**src/rtl/sdram_test_pkg.sv**
```systemverilog
// rtl/sdram_test_pkg.sv - shared types, LFSR taps and data-pattern function for the SDRAM soak tester
package sdram_test_pkg;

  typedef enum logic [1:0] {
    MODE_ADDR  = 2'd0,
    MODE_NADDR = 2'd1,
    MODE_LFSR  = 2'd2,
    MODE_WALK  = 2'd3
  } mode_t;

  typedef enum logic [1:0] {
    ST_IDLE = 2'd0,
    ST_WR   = 2'd1,
    ST_RD   = 2'd2,
    ST_DONE = 2'd3
  } state_t;

  // Galois taps (right-shifting form) giving maximal-length sequences for common widths
  function automatic logic [63:0] lfsr_taps(input int data_w);
    case (data_w)
      8:       return 64'h0000_0000_0000_00B8;
      16:      return 64'h0000_0000_0000_B400;
      24:      return 64'h0000_0000_00E1_0000;
      32:      return 64'h0000_0000_8020_0003;
      64:      return 64'hD800_0000_0000_0000;
      default: return 64'h0000_0000_0000_B400;
    endcase
  endfunction

  function automatic logic [63:0] lfsr_step(input logic [63:0] cur, input int data_w);
    logic [63:0] nxt;
    nxt = cur >> 1;
    if (cur[0]) nxt = nxt ^ lfsr_taps(data_w);
    return nxt;
  endfunction

  // Address patterns replicate the address zero-extended to whole bytes, so byte lanes stay distinguishable
  function automatic logic [63:0] pattern(input mode_t mode, input logic [63:0] addr,
                                          input logic [63:0] lfsr, input logic pol,
                                          input int addr_w, input int data_w);
    logic [63:0] d;
    int          field_w;
    field_w = ((addr_w + 7) / 8) * 8;
    d = '0;
    case (mode)
      MODE_ADDR, MODE_NADDR: for (int i = 0; i < 64; i++) d[i] = addr[i % field_w];
      MODE_LFSR:             d = lfsr;
      default:               d = 64'd1 << (addr % 64'(data_w));
    endcase
    if (mode == MODE_NADDR) d = ~d;
    if (pol) d = ~d;
    return d;
  endfunction

endpackage

```
**src/rtl/sdram_test_patgen.sv**
```systemverilog
// rtl/sdram_test_patgen.sv - data word generator shared by write data and read expectation
module sdram_test_patgen
  import sdram_test_pkg::*;
#(
  parameter int ADDR_W = 20,
  parameter int DATA_W = 16
) (
  input  logic [1:0]        mode,
  input  logic [ADDR_W-1:0] addr,
  input  logic              pol,
  input  logic [DATA_W-1:0] lfsr,
  output logic [DATA_W-1:0] data,
  output logic [DATA_W-1:0] lfsr_next
);

  assign data      = DATA_W'(pattern(mode_t'(mode), 64'(addr), 64'(lfsr), pol, ADDR_W, DATA_W));
  assign lfsr_next = DATA_W'(lfsr_step(64'(lfsr), DATA_W));

endmodule

```
**src/rtl/sdram_pattern_tester.sv**
```systemverilog
// rtl/sdram_pattern_tester.sv - SDRAM write/read-back soak tester on the slot-based controller port
// SDRAM_TEST_ERRLOG_EN enables capture of the first mismatch on err_addr/err_exp/err_got.
module sdram_pattern_tester
  import sdram_test_pkg::*;
#(
  parameter int ADDR_W     = 20,
  parameter int DATA_W     = 16,
  parameter int IDLE_SLOTS = 1,
  parameter int PASSES     = 1
) (
  input  logic                  clk,
  input  logic                  reset,
  input  logic                  start,
  input  logic [1:0]            mode,
  input  logic [DATA_W-1:0]     seed,
  input  logic                  slot,
  output logic                  mem_we,
  output logic                  mem_oe,
  output logic [DATA_W/8-1:0]   mem_ds,
  output logic [ADDR_W-1:0]     mem_addr,
  output logic [DATA_W-1:0]     mem_dout,
  input  logic [DATA_W-1:0]     mem_din,
  output logic                  busy,
  output logic                  done,
  output logic                  reading,
  output logic                  fail,
  output logic [15:0]           err_count,
  output logic [7:0]            pass_count,
  output logic [ADDR_W-1:0]     err_addr,
  output logic [DATA_W-1:0]     err_exp,
  output logic [DATA_W-1:0]     err_got
);

  localparam int GW = $clog2(IDLE_SLOTS + 1);

  state_t            state, state_n;
  logic [ADDR_W-1:0] addr;
  logic [DATA_W-1:0] lfsr, lfsr_nxt, seed_r, exp_r, pat;
  logic [1:0]        mode_r;
  logic [GW-1:0]     gap;
  logic              pol, pend, fin;
  logic              access, last_addr, more, mismatch, start_ok;

  assign busy      = (state == ST_WR) || (state == ST_RD);
  assign done      = (state == ST_DONE);
  assign reading   = (state == ST_RD);
  assign start_ok  = start && !busy;
  assign access    = slot && (gap == '0);
  assign last_addr = &addr;
  assign more      = (PASSES == 0) || (({24'd0, pass_count} + 32'd1) < 32'(PASSES));
  assign mismatch  = slot && pend && (mem_din != exp_r);

  sdram_test_patgen #(.ADDR_W(ADDR_W), .DATA_W(DATA_W)) u_patgen (
    .mode      (mode_r),
    .addr      (addr),
    .pol       (pol),
    .lfsr      (lfsr),
    .data      (pat),
    .lfsr_next (lfsr_nxt)
  );

  always_ff @(posedge clk or posedge reset) begin
    if (reset) state <= ST_IDLE;
    else       state <= state_n;
  end

  always_comb begin
    state_n = state;
    case (state)
      ST_IDLE, ST_DONE: if (start) state_n = ST_WR;
      ST_WR:            if (access && last_addr) state_n = ST_RD;
      ST_RD:            if (slot && fin) state_n = more ? ST_WR : ST_DONE;
      default:          state_n = ST_IDLE;
    endcase
  end

  always_ff @(posedge clk or posedge reset) begin
    if (reset) begin
      mem_we     <= 1'b0;
      mem_oe     <= 1'b0;
      mem_ds     <= '0;
      mem_addr   <= '0;
      mem_dout   <= '0;
      fail       <= 1'b0;
      err_count  <= '0;
      pass_count <= '0;
      addr       <= '0;
      lfsr       <= '0;
      seed_r     <= '0;
      exp_r      <= '0;
      mode_r     <= '0;
      gap        <= '0;
      pol        <= 1'b0;
      pend       <= 1'b0;
      fin        <= 1'b0;
    end else if (start_ok) begin
      mode_r     <= mode;
      seed_r     <= (seed == '0) ? DATA_W'(1) : seed;
      lfsr       <= (seed == '0) ? DATA_W'(1) : seed;
      addr       <= '0;
      gap        <= '0;
      pol        <= 1'b0;
      pend       <= 1'b0;
      fin        <= 1'b0;
      fail       <= 1'b0;
      err_count  <= '0;
      pass_count <= '0;
      mem_ds     <= '1;
    end else if (slot && busy) begin
      mem_we <= 1'b0;
      mem_oe <= 1'b0;
      pend   <= 1'b0;
      if (mismatch) begin
        fail <= 1'b1;
        if (err_count != 16'hFFFF) err_count <= err_count + 16'd1;
      end
      if (gap != '0) begin
        gap <= gap - GW'(1);
      end else begin
        // access slot; the idle slots that follow give the read data time to return
        gap      <= GW'(IDLE_SLOTS);
        mem_addr <= addr;
        addr     <= addr + ADDR_W'(1);
        lfsr     <= lfsr_nxt;
        if (state == ST_WR) begin
          mem_we   <= 1'b1;
          mem_dout <= pat;
          if (last_addr) lfsr <= seed_r;
        end else begin
          mem_oe <= 1'b1;
          exp_r  <= pat;
          pend   <= 1'b1;
          if (last_addr) fin <= 1'b1;
        end
      end
      if (fin) begin
        fin        <= 1'b0;
        pass_count <= pass_count + 8'd1;
        addr       <= '0;
        lfsr       <= seed_r;
        pol        <= ~pol;
        if (!more) mem_ds <= '0;
      end
    end
  end

`ifdef SDRAM_TEST_ERRLOG_EN
  always_ff @(posedge clk or posedge reset) begin
    if (reset) begin
      err_addr <= '0;
      err_exp  <= '0;
      err_got  <= '0;
    end else if (start_ok) begin
      err_addr <= '0;
      err_exp  <= '0;
      err_got  <= '0;
    end else if (mismatch && !fail) begin
      // the read address is still on mem_addr during the idle slot where data is checked
      err_addr <= mem_addr;
      err_exp  <= exp_r;
      err_got  <= mem_din;
    end
  end
`else
  assign err_addr = '0;
  assign err_exp  = '0;
  assign err_got  = '0;
`endif

endmodule

```
**config.mk**
```make
export PLATFORM = sky130hd
export DESIGN_NAME = sdram_pattern_tester
export DESIGN_NICKNAME = d
export VERILOG_FILES = /design/src/rtl/sdram_test_pkg.sv /design/src/rtl/sdram_test_patgen.sv /design/src/rtl/sdram_pattern_tester.sv
export SDC_FILE = /design/constraint.sdc
export NUM_CORES = 1
export LEC_CHECK = 0
export ABC_AREA = 1
export CAP_MARGIN = 20
export CORE_MARGIN = 5
export CORE_UTILIZATION = 57
export DETAILED_ROUTE_END_ITERATION = 8
export PLACE_DENSITY_LB_ADDON = 0.08
export RECOVER_POWER = 50
export SETUP_SLACK_MARGIN = 0.3
export SLEW_MARGIN = 10
export SYNTH_ARGS = -nofsm -noshare
export SYNTH_HDL_FRONTEND = slang
export SYNTH_SLANG_ARGS = --single-unit
export TNS_END_PERCENT = 10
```
**constraint.sdc**
```tcl
create_clock -name clk -period 10.8 [get_ports clk]
set_input_delay 2.7 -clock clk [delete_from_list [all_inputs] [get_ports clk]]
set_output_delay 2.7 -clock clk [all_outputs]
set_load 0.05 [all_outputs]
```
==> PnR_summary.wiki <==
{| class="wikitable"
! Metric !! Value
|-
| Antenna violations before repair || 0
|-
| Setup bufs post-CTS || 0
|-
| Fraction of post-synthesis cell area in the top cell type by area || approximately 43%
|-
| First-iteration detailed-routing DRC count || 557
|-
| Final Setup Violations || 0
|-
| Global-route congestion overflow total || 0
|-
| Via count of the first global-routing pass || 6,468
|-
| End point of the most critical hold path || mem_dout[11]
|-
| Sequential-to-total area share from yosys stat || 43.1%
|-
| Vias || 7,021
|-
| All-layer global routing usage || 24.4%
|-
| Leakage || approximately 0.0047 uW
|-
| Violations in the final reports || max-capacitance violations, max-slew violations
|-
| Wire length on met2 || 8850 um
|-
| Routed metal-1 wirelength || between 8000 and 9000 um
|-
| Final critical-path share of the clock period || 67.4%
|-
| Biggest fanout along the worst timing path || 69
|-
| Internal Power || roughly 1400 uW
|-
| Reported net switching power || 1090 uW
|-
| Arrival time at the worst endpoint || 7550 ps
|-
| Critical R2R Capture || mem_ds[0]
|-
| Inserted Clock Buffers || 17
|-
| Maximum clock rate || 137 MHz
|-
| # H-tree levels || 4
|-
| Die area || 0.0168 mm2
|-
| Antenna diode count || 0
|-
| DRC viols || 0
|-
| Final weighted congestion in routability-driven placement || between 0.9 and 1
|-
| Later-pin clock latency in the skew report || about 430 ps
|-
| Drt total wl || 19,600 um
|-
| Status || finished, violations left
|-
| Number of I/O pins || between 150 and 200
|-
| Count of max-cap constraint violations || 2
|-
| Power density normalized to cell area || around 260 mW/mm2
|-
| Core area || 0.0139 mm2
|-
| Number of nets at the end of the flow || 1,206
|-
| Cells taking the most area after synthesis || dfrtp_1 (43%), nand2_1 (14%), inv_1 (5.6%), buf_4 (5.4%), o21ai_0 (4.9%)
|-
| Buffers on Ports || 105
|-
| Width of the die || 129 um
|-
| Sink Count || 140
|-
| Post_cts resized || 0
|-
| Placed wire-length estimate || between 10,000 and 15,000 um
|-
| Yosys synthesis warning count || 0
|-
| Type of the worst setup path || input port to flop
|-
| Min Tclk post-route || 7280 ps
|-
| Setup slack of the worst register-to-register path || 5500 ps
|-
| Sum of negative setup slack || 0 ps
|-
| Post-DRT Antenna Nets || 0
|-
| Post-route clock skew || about 8.9 ps
|-
| CTS tree || yes
|-
| Count of mapped cells out of synthesis || approximately 1,100
|-
| Critical Path Start Type || input port
|-
| Worst min-delay path category || flop to flop
|-
| Total standard cell area after synthesis || 0.00814 mm2
|-
| Post-synthesis sequential element count || 140
|-
| Hold path startpoint || mem_dout[11]
|-
| Drt first pass iters || 5
|-
| Global-route wire length before repair || 32,500 um
|-
| Clock root buffer master || clkbuf_16
|-
| Area growth syn-to-layout || 19.0%
|-
| Starting density of the core || 58.4%
|-
| Met3 wirelength from detailed routing || 1540 um
|-
| Max layer used || met4
|-
| Number of filler cells placed in the layout || 1,174
|-
| Cell depth of the worst min-delay path || 2
|-
| Clock transition at the register clock pins on the worst setup and hold paths after CTS || 60 ps
|-
| Slew at the pin closest to its max-slew limit || 3510 ps
|-
| Number of core rows || 43
|-
| Logic pwr share || 43.6%
|-
| Endpoint class of the critical path || flop
|-
| Setup repair after global routing missed its margin || false
|-
| Post-Syn Area per Cell || 7.62 um2
|-
| Worst hold slack || 474 ps
|-
| DIE HEIGHT || 129 um
|-
| Register share of total power || 30.9%
|-
| DR WL/cell || 14.6 um
|-
| Layout cells sized above 1 || a little under 7%
|-
| Relative slew slack || -135%
|-
| Cell type with the highest aggregate area in the netlist || dfrtp_1
|-
| Pin count of the biggest net entering global routing || just under 80
|-
| Fin. Hold Viols || 0
|-
| Sw Ratio || 43.1%
|-
| Average vias per placed instance || between 5 and 6
|-
| Req. time, crit path || roughly 11,000 ps
|-
| Final Max Slew Viols || 149
|-
| Worst Reg-to-Reg Cells || 11
|-
| Worst vdd rail ir drop || 0.000135 V
|-
| Count of unique library cells instantiated by Yosys || 38
|-
| Clock power share || 25.6%
|-
| Count of hold-fix buffers inserted at cts || 0
|-
| Startpoint of the lowest-slack register-to-register path || state[0]
|-
| Max Root-Sink Buffers || 2
|}
-- cell families (layout without fill, tap and decap cells) --
logic type / count (synthesis) / count (layout) / share of synthesized area (%)
simple gates: 509 / 509 / 27.1
fa+ha+maj: 12 / 12 / 1.85
other cells: 1 / 52 / 0.0461
xor+xnor: 34 / 34 / 3.66
flops: 140 / 140 / 43.1
compound gates: 157 / 157 / 11.2
buf+inv: 215 / 264 / 13.1
-- routing by layer --
layer	vias to the layer above	GRT usage [%]
met1	3260	35.7
met4	0	7.95
met3	31	5.15
li1	3478	-
met2	252	36.6
met5	-	0
-- how the worst max path moves through the flow --
stage | end | slack [ps] | start | cells past startpoint
final | mem_ds[0] | 3520 | start | 10
after global routing | mem_ds[0] | 3010 | start | 10
after CTS | addr[17] | 5690 | start | 9
after detailed placement | addr[17] | 5250 | start | 9
after global placement | addr[18] | 5380 | start | 9
after floorplan | addr[0] | 4350 | reset | 1
-- cell usage after synthesis (all sizes together) --
cell / count
or2: 3
o221ai: 16
o21bai: 1
dfrtp: 140
nand2: 315
nor2: 97
a21oi: 45
conb: 1
xor2: 29
clkbuf: 18
inv: 123
nand3: 74
o32ai: 1
a221oi: 1
xnor2: 5
and3: 1
nor3: 11
buf: 74
o22ai: 7
ha: 12
o21ai: 85
a22o: 1
nand4: 8
-- critical path, stage by stage --
cell and delay, ps:
dlygate4sd3_1 540, nand2_1 50, clkbuf_1 520, inv_1 160, clkbuf_1 1890, nor2_1 810
inv_1 650, nand2_1 100, nand2_1 70, nand2_1 40
-- registers in the layout, summed over array words and instances, names as in the netlist, 2 cells and up --
| name | count |
|---|---|
| state | 2 |
| seed_r | 16 |
| lfsr | 16 |
| mem_dout | 16 |
| mem_addr | 20 |
| mode_r | 2 |
| pass_count | 8 |
| err_count | 16 |
| exp_r | 16 |
| addr | 20 |
-- area by class of cell --
type	count	area, um2	area share [%]
clock buffer	20	467	4.82
tap	180	225	2.33
timing repair buffer	110	1080	11.2
sequential	140	3500	36.2
multi-input combinational	764	3750	38.7
clock inverter	11	190	1.96
inverter	123	465	4.81
-- placed cells by master (no fill, tap or decap), types with 5 or more instances in the layout --
cell / synthesis / layout
o21ai_1: 5 / 5
bufinv_16: 0 / 5
nor3_1: 10 / 10
clkdlybuf4s50_1: 0 / 85
clkbuf_16: 0 / 17
nand4_1: 8 / 8
o22ai_1: 7 / 7
xor2_1: 29 / 29
nor2_1: 93 / 94
nand2_1: 310 / 311
inv_1: 121 / 120
nand3_1: 52 / 52
a21oi_2: 10 / 10
o21ai_0: 79 / 80
nand3_2: 21 / 21
xnor2_1: 5 / 5
conb_1: 1 / 52
dfrtp_1: 140 / 140
dlygate4sd3_1: 0 / 20
a21oi_1: 35 / 35
o221ai_1: 16 / 16
ha_1: 12 / 12
-- stage by stage --
step                      setup WS (ps)  utilization (%)  std cells  power (uW)  cell area [um2]
final                              3520             69.5       1348        2540             9680
after global routing               3010             69.5       1348        2720             9680
after CTS                          5690             69.6       1348        2550             9700
after detailed placement           5250             64.9       1317        1900             9050
after global placement             5380             64.9       1317        1870             9050
after floorplan                    4350                -       1119        1640             8330
-- power groups by stage --
stage | registers, uW | logic [uW] | clock network [uW]
2_1_floorplan | 880 | 756 | 0
3_3_place_gp | 785 | 1090 | 0
3_5_place_dp | 789 | 1110 | 0
4_1_cts | 781 | 1120 | 656
5_1_grt | 803 | 1230 | 680
6_report | 783 | 1110 | 649
Note: power is estimated with default switching activity, not from simulation.
